==> src/rtl/simulation_result_sink_if.sv <==
// Valid/ready result-stream bundle from the accelerator output to the result sink.
interface simulation_result_sink_if #(
  parameter int DATA_WIDTH = 128
);
  logic [DATA_WIDTH-1:0] S_Data;
  logic                  S_Valid;
  logic                  S_Ready;

  modport master (output S_Data, output S_Valid, input S_Ready);
  modport slave  (input S_Data, input S_Valid, output S_Ready);
endinterface

==> src/rtl/simulation_result_sink.sv <==
// Receive end of the result stream: captures each beat, checks it against a golden ROM,
// optionally throttles S_Ready, and raises done after RESULT_NUM beats.
module simulation_result_sink #(
  parameter int DATA_WIDTH    = 128,
  parameter int ADDR_WIDTH    = 21,
  parameter int RESULT_NUM    = 21632,
  parameter int STALL_PERIOD  = 0,
  parameter int ERR_CNT_WIDTH = 16
) (
  input  logic                     clk,
  input  logic                     rst,
  input  logic                     start,
  simulation_result_sink_if.slave  s_if,
  output logic [ADDR_WIDTH-1:0]    gold_addr,
  input  logic [DATA_WIDTH-1:0]    gold_data,
  output logic                     cap_we,
  output logic [ADDR_WIDTH-1:0]    cap_addr,
  output logic [DATA_WIDTH-1:0]    cap_data,
  output logic                     busy,
  output logic                     done,
  output logic                     err_flag,
  output logic [ERR_CNT_WIDTH-1:0] err_cnt,
  output logic [ADDR_WIDTH-1:0]    first_err_addr
);
  localparam int SCW = (STALL_PERIOD > 2) ? $clog2(STALL_PERIOD) : 1;

  typedef enum logic [1:0] {ST_IDLE, ST_RECV, ST_DRAIN, ST_DONE} state_t;

  state_t                   r_state;
  state_t                   w_next;
  logic [SCW-1:0]           r_stall_cnt;
  logic [ADDR_WIDTH-1:0]    r_beat_cnt;
  logic                     r_cap_we;
  logic [ADDR_WIDTH-1:0]    r_cap_addr;
  logic [DATA_WIDTH-1:0]    r_cap_data;
  logic                     r_done;
  logic                     r_err_flag;
  logic [ERR_CNT_WIDTH-1:0] r_err_cnt;
  logic [ADDR_WIDTH-1:0]    r_first_err;
  logic                     w_stall;
  logic                     w_accept;
  logic                     w_last;
  logic                     w_clear;
  logic                     w_mismatch;

  // Ready comes only from state, never from S_Valid.
  assign w_stall    = (STALL_PERIOD >= 2) && (r_stall_cnt == SCW'(STALL_PERIOD - 1));
  assign s_if.S_Ready = (r_state == ST_RECV) && !w_stall;
  assign w_accept   = s_if.S_Valid && s_if.S_Ready;
  assign w_last     = (r_beat_cnt == ADDR_WIDTH'(RESULT_NUM - 1));
  assign w_clear    = start && ((r_state == ST_IDLE) || (r_state == ST_DONE));
  assign w_mismatch = r_cap_we && (r_cap_data != gold_data);

  always_ff @(posedge clk or posedge rst) begin
    if (rst) r_state <= ST_IDLE;
    else     r_state <= w_next;
  end

  always_comb begin
    w_next = r_state;
    case (r_state)
      ST_IDLE:  if (start) w_next = ST_RECV;
      ST_RECV:  if (w_accept && w_last) w_next = ST_DRAIN;
      ST_DRAIN: w_next = ST_DONE;
      ST_DONE:  if (start) w_next = ST_RECV;
      default:  w_next = ST_IDLE;
    endcase
  end

  always_ff @(posedge clk or posedge rst) begin
    if (rst) begin
      r_stall_cnt <= '0;
      r_beat_cnt  <= '0;
      r_cap_we    <= 1'b0;
      r_cap_addr  <= '0;
      r_cap_data  <= '0;
      r_done      <= 1'b0;
      r_err_flag  <= 1'b0;
      r_err_cnt   <= '0;
      r_first_err <= '0;
    end else begin
      r_cap_we <= w_accept;
      if (w_accept) begin
        r_cap_addr <= r_beat_cnt;
        r_cap_data <= s_if.S_Data;
        r_beat_cnt <= r_beat_cnt + ADDR_WIDTH'(1);
      end
      if (w_clear) begin
        r_stall_cnt <= '0;
        r_beat_cnt  <= '0;
        r_done      <= 1'b0;
        r_err_flag  <= 1'b0;
        r_err_cnt   <= '0;
        r_first_err <= '0;
      end else begin
        // The compare runs one cycle behind capture, when the ROM data for that beat is out.
        if (w_mismatch) begin
          if (r_err_cnt != '1) r_err_cnt <= r_err_cnt + ERR_CNT_WIDTH'(1);
          r_err_flag <= 1'b1;
          if (!r_err_flag) r_first_err <= r_cap_addr;
        end
        if (r_state == ST_DRAIN) r_done <= 1'b1;
        if ((STALL_PERIOD >= 2) && (r_state == ST_RECV))
          r_stall_cnt <= w_stall ? '0 : r_stall_cnt + SCW'(1);
      end
    end
  end

  assign gold_addr      = r_beat_cnt;
  assign cap_we         = r_cap_we;
  assign cap_addr       = r_cap_addr;
  assign cap_data       = r_cap_data;
  assign busy           = (r_state == ST_RECV) || (r_state == ST_DRAIN);
  assign done           = r_done;
  assign err_flag       = r_err_flag;
  assign err_cnt        = r_err_cnt;
  assign first_err_addr = r_first_err;
endmodule

==> src/flat_wrapper.sv <==
// flat-port wrapper written by rule: the top's interface ports become plain ports
module simulation_result_sink_flat 
#(
  parameter int DATA_WIDTH    = 128,
  parameter int ADDR_WIDTH    = 21,
  parameter int RESULT_NUM    = 21632,
  parameter int STALL_PERIOD  = 0,
  parameter int ERR_CNT_WIDTH = 16
)
  (clk, rst, start, gold_addr, gold_data, cap_we, cap_addr, cap_data, busy, done, err_flag, err_cnt, first_err_addr, s_if_S_Data, s_if_S_Valid, s_if_S_Ready);
  simulation_result_sink_if #(.DATA_WIDTH(DATA_WIDTH)) s_if_i ();
  input  logic clk;
  input  logic rst;
  input  logic start;
  output logic [ADDR_WIDTH-1:0] gold_addr;
  input  logic [DATA_WIDTH-1:0] gold_data;
  output logic cap_we;
  output logic [ADDR_WIDTH-1:0] cap_addr;
  output logic [DATA_WIDTH-1:0] cap_data;
  output logic busy;
  output logic done;
  output logic err_flag;
  output logic [ERR_CNT_WIDTH-1:0] err_cnt;
  output logic [ADDR_WIDTH-1:0] first_err_addr;
  input wire logic [$bits(s_if_i.S_Data)-1:0] s_if_S_Data;
  input wire logic [$bits(s_if_i.S_Valid)-1:0] s_if_S_Valid;
  output wire logic [$bits(s_if_i.S_Ready)-1:0] s_if_S_Ready;
  assign s_if_i.S_Data = s_if_S_Data;
  assign s_if_i.S_Valid = s_if_S_Valid;
  assign s_if_S_Ready = s_if_i.S_Ready;
  simulation_result_sink #(.DATA_WIDTH(DATA_WIDTH), .ADDR_WIDTH(ADDR_WIDTH), .RESULT_NUM(RESULT_NUM), .STALL_PERIOD(STALL_PERIOD), .ERR_CNT_WIDTH(ERR_CNT_WIDTH)) u_core (.clk(clk), .rst(rst), .start(start), .s_if(s_if_i), .gold_addr(gold_addr), .gold_data(gold_data), .cap_we(cap_we), .cap_addr(cap_addr), .cap_data(cap_data), .busy(busy), .done(done), .err_flag(err_flag), .err_cnt(err_cnt), .first_err_addr(first_err_addr));
endmodule
==> config.mk <==
export PLATFORM = sky130hd
export DESIGN_NAME = simulation_result_sink_flat
export DESIGN_NICKNAME = d
export VERILOG_FILES = /design/src/rtl/simulation_result_sink_if.sv /design/src/rtl/simulation_result_sink.sv /design/src/flat_wrapper.sv
export SDC_FILE = /design/constraint.sdc
export NUM_CORES = 1
export LEC_CHECK = 0
export CORE_AREA = 2 2 182 184
export CTS_BUF_LIST = sky130_fd_sc_hd__clkbuf_4 sky130_fd_sc_hd__clkbuf_8
export DETAILED_ROUTE_END_ITERATION = 6
export DIE_AREA = 0 0 184 186
export PLACE_DENSITY = 0.65
export SLEW_MARGIN = 0
export SYNTH_ARGS = -nofsm -noshare
export SYNTH_HDL_FRONTEND = slang
export SYNTH_SLANG_ARGS = --single-unit
==> constraint.sdc <==
create_clock -name clk -period 9.6 [get_ports clk]
set_clock_uncertainty 0.2 [all_clocks]
set_input_delay 0.96 -clock clk [delete_from_list [all_inputs] [get_ports clk]]
set_output_delay 0.96 -clock clk [all_outputs]
set_load 0.01 [all_outputs]
# --- Word-level counts from Yosys, hierarchy flattened ---
# Index checks and enable logic that the tools add are counted.
word_totals:
  register_bits: 212
  word_cells: 50
  output_inout_bits: 212
op_classes:
  n_mux: 15
  n_reduce_logical: 15
  addsub: 2
  eq_ne: 9
ops:
  columns: ["op", "n"]
  rows:
  - ["128-bit inequality test", 1]
  - ["21-bit two-way mux", 5]
  - ["16-bit two-way mux", 3]
  - ["21-bit by 1-bit adder with 21-bit output, second input constant", 1]
  - ["21-bit by 15-bit == test with 1-bit output, second input constant", 1]
  - ["16-bit by 1-bit adder with 16-bit output, second input constant", 1]
  - ["16-bit inequality test, second input constant", 1]
  - ["2-bit nonzero test", 4]
  - ["2-bit one-hot mux with 3 select lines", 1]
  - ["2-bit AND reduction", 3]
  - ["2-bit == test, second input constant", 2]
  - ["1-bit logical AND", 4]
  - ["1-bit two-way mux", 4]
  - ["2-bit two-way mux", 2]
  - ["2-bit inequality test, second input constant", 2]
  - ["2-bit by 1-bit == test with 1-bit output, second input constant", 1]
  - ["2-bit zero test", 1]
  - ["1-bit logical OR", 2]
  - ["2-bit by 1-bit inequality test with 1-bit output, second input constant", 1]
  - ["2-bit OR reduction", 1]

# --- Longest topological paths before layout ---
depth:
  depth_word: 5
  ltp_mapped: 10
  mapped_depth_nobuf: 9

# --- Worst setup path before layout ---
# Ideal clock, no wire load.
synth_timing:
  path_kind: "input port to flip-flop"
  startpoint: "input port gold_data[42]"
  endpoint: "register u_core.r_err_flag, in the netlist u_core.err_flag"
  arrival_time_ns: 2.290
  required_time_ns: 9.281
  cell_stages: 10
  path_slack_ns: 6.991
  path_cell_list: "xnor2_1 -> nand4_1 -> nor4_1 -> nand4_1 -> nor2_1 -> buf_4 -> buf_6 -> buf_6 -> nor2_1 -> o21a_1"
synth_via:
  elab_chain_cells: 3
synth_lines:
  columns: ["item", "line_no", "rtl"]
  rows:
  - ["start, declared", "flat_wrapper.sv:16", "input logic [DATA_WIDTH-1:0] gold_data;"]
  - ["128-bit inequality test", "simulation_result_sink.sv:52", "assign w_mismatch = r_cap_we && (r_cap_data != gold_data);"]
  - ["1-bit logical AND", "simulation_result_sink.sv:52", null]
  - ["2-bit nonzero test (no line)", null, null]
  - ["end signal, assigned", "simulation_result_sink.sv:78", "r_err_flag <= 1'b0;"]
  - ["end signal, assigned", "simulation_result_sink.sv:92", "r_err_flag <= 1'b0;"]
  - ["end signal, assigned", "simulation_result_sink.sv:99", "r_err_flag <= 1'b1;"]
  - ["end, declared", "simulation_result_sink.sv:37", "logic r_err_flag;"]
# Every way passes these cells.
# A chain may end at the register's enable or synchronous reset.

# --- Final worst setup path ---
layout_timing:
  startpoint: "input port gold_data[51]"
  endpoint: "register u_core.r_first_err[3], in the netlist u_core.first_err_addr[3]"
layout_via:
  elab_chain_cells: 4
layout_lines:
  columns: ["item", "line_no", "rtl"]
  rows:
  - ["128-bit inequality test", "simulation_result_sink.sv:52", null]
  - ["1-bit logical AND", "simulation_result_sink.sv:52", null]
  - ["2-bit nonzero test (no line)", null, null]
  - ["2-bit AND reduction (no line)", null, null]
  - ["end signal, assigned", "simulation_result_sink.sv:100", "if (!r_err_flag) r_first_err <= r_cap_addr;"]
  - ["end, declared", "simulation_result_sink.sv:39", "logic [ADDR_WIDTH-1:0] r_first_err;"]
# Every way passes these cells.

==> out/results.ini <==
[place]
gp_congestion=0.8578
numPortBuffers=471
post-dp-hpwl_mm=28.57
dpl_worst_slack_ps=4853

[synth]
synth_top_area_share_pct=52.66
syn_inst=1129
synth-seq-cells=212
ys_top_cells_by_area=dfrtp_1 (53%), nand2_1 (17%), xnor2_1 (11%)
syn_nets=1394
synth-edff-count=0
synth.most_common_cell=nand2_1
syn-cell-area_um2=10070
yosysUniqueCellTypes=38
async_flop_share_pct=100.0
yosys_warnings=0
avgSynthCellArea_um2=8.922
synth_largest_area_cell=dfrtp_1
synthFlopType=dfrtp_1
synth_seq_area_share_pct=52.66
synth_common_cells=nand2_1 (468), dfrtp_1 (212), xnor2_1 (132)

[clock_tree]
cts_resized=0
cts_buffer_depth=3
clkSlewWorstSetupHoldPaths_ps=60
cts_root_buffer=clkbuf_8
numCtsBuffers=41
htreeDepth=2
cts_tree=yes
post_cts_buffers=0
cts_hold_buf=0
numClockSinks=212
clkLatencyLatePin_ps=530

[route]
routed-via-count=9671
dr.pass1.iters=5
routedWlPerCell_um=18.78
route.detailed.drc=0
drt_iter0_markers=518
ant_nets=0
routed_wl_mm=38.31
avgViaCountPerCell=4.741

[setup_path]
critPathRequiredTime_ps=9830
crit_start=gold_data[51]
cp.depth=9
path_delay_family=simple AND/OR/NAND/NOR gates
cp_num_buf_inv=2
worstSetupStartpointType=input port
path_cells=clkdlybuf4s50_1 > xnor2_1 > nand4_1 > nor4_1 > nand4_1 > nor2_4 > buf_12 > o21ai_0 > a21oi_1
r2r-start=u_core.r_state[0]
r2r_cells=7
crit_fanout=55
cp_common_cell=nand4_1
max_stage_delay_ps=570
crit_type=in -> reg
crit_path_top_delay_cell=nor4_1
cp.arrival_ps=3870
cp-end-kind=flop

[sta]
max_freq_ghz=0.2747
slew_headroom_pct=21.24
min_period_over_period_pct=37.92
setup_tns_ps=0
worst_slew_pin_slew_ps=1181
setup_viol=0
setup_ws_ps=5960
whs_ps=301.7
finalHoldViolations=0
rsz0062_at_grt=no
drv_slew=0
fin_crit_ps=3640

[floorplan]
coreArea_um2=32210
rows=66
die-area_um2=34220
ios=472
die_y_um=186
initial_utilization_pct=31.28
die_w_um=184

[global_routing]
grt_first_pass_wirelength_mm=57.61
antenna_found_initial=7
grt_pass1_vias=9922
overflow=0
grt_max_degree=93
track_usage_pct=21.98

[final_layout]
multi_input_area_um2=4522
fill_cells=3033
final_nets=1862
seqCellArea_um2=5305
layout-drive-gt1-share_pct=6.945
syn2layout_area_growth_pct=59.56

[min_path]
hp-start=u_core.cap_addr[16]
hold_class=reg -> reg
holdPathStages=2

[job]
drv_cap=0

[power_and_ir_drop]
irDropWorstVdd_v=0.0001421
p_leak_uw=0.006995
powerDensity_nw_per_um2=254.8

[outcome]
status=finished, final reports clean

[where the power goes]
part	total, µW	leakage [µW]	internal [µW]	switching, µW
Clock	981	0.000481	586	394
Sequential	1490	0.00277	1170	327
Combinational	1620	0.00375	856	767
Total	4100	0.00699	2610	1490
[tightest hold or removal path: cells and delay by family (launching register included)]
family        cells  cell delay, ps
flops             1             350
simple gates      2             120
[cell families after synthesis]
| logic type | synth area share, % |
|---|---|
| xor gates and xnor gates | 12.35 |
| DFF | 52.66 |
| and+or+nand+nor | 26.83 |
| buffers and inverters | 2.608 |
| adders and majority gates | 0.6210 |
| AOI/OAI and AO/OA | 4.931 |
[final cells by class]
class                   count  area share [%]
well taps                 408           3.176
inverters                   9          0.2725
diodes                      5         0.07785
clock buffers              68           5.317
clock inverters             5          0.3270
repair buffers            477           29.69
multi-input cells         856           28.13
flip-flops and latches    212           33.01
[cell usage in the layout, fill, tap and decap left out, types with 2 or more instances in the layout]
master | netlist | routed
a21oi_1 | 40 | 40
and3_1 | 9 | 9
buf_4 | 1 | 5
clkbuf_4 | 0 | 13
clkbuf_8 | 0 | 55
clkdlybuf4s50_1 | 0 | 471
clkinv_2 | 0 | 3
dfrtp_1 | 212 | 212
diode_2 | 0 | 5
ha_1 | 5 | 5
inv_1 | 8 | 7
nand2_1 | 468 | 467
nand3_1 | 13 | 13
nand4_1 | 43 | 43
nor2_1 | 23 | 22
nor3_1 | 3 | 3
nor4_1 | 10 | 10
o211ai_1 | 3 | 3
o21ai_0 | 32 | 32
o21ai_1 | 4 | 4
o31ai_1 | 7 | 7
or3_1 | 9 | 9
or3_2 | 2 | 2
or3_4 | 2 | 2
or3b_2 | 21 | 21
or4_1 | 8 | 8
xnor2_1 | 132 | 132
xor2_1 | 10 | 10
[worst paths after layout]
check | to | slack (ps)
worst min-delay path | u_core.cap_addr[16] | 300
max in group asynchronous | u_core.cap_data[6] | 6380
worst max register to register | u_core.gold_addr[3] | 6390
worst max-delay path | u_core.first_err_addr[3] | 5960
min in group asynchronous | u_core.cap_data[14] | 730
worst min register to register | u_core.cap_addr[16] | 300
[stage by stage]
stage	area (µm²)	utilization [%]	total power, µW	instances
2_1_floorplan	10070	-	2186	1129
3_3_place_gp	15130	46.99	3110	1961
3_5_place_dp	15130	46.99	3134	1961
4_1_cts	16040	49.81	4152	2034
5_1_grt	16070	49.91	4369	2040
6_report	16070	49.91	4096	2040
[state kept, by name, summed over array words and instances, names as in the netlist]
name and count:
u_core.cap_data 128, u_core.done 1, u_core.err_flag 1, u_core.r_state 2
u_core.first_err_addr 21, u_core.err_cnt 16, u_core.gold_addr 21, u_core.cap_we 1
u_core.cap_addr 21
[per-layer routing]
layer	share of wire, %	track usage (%)
met5	0.034	0
met4	2.7	7.584
met2	50	37.12
met3	6.6	5.518
met1	41	27.42
No activity file was read; power rests on OpenSTA's default activity.
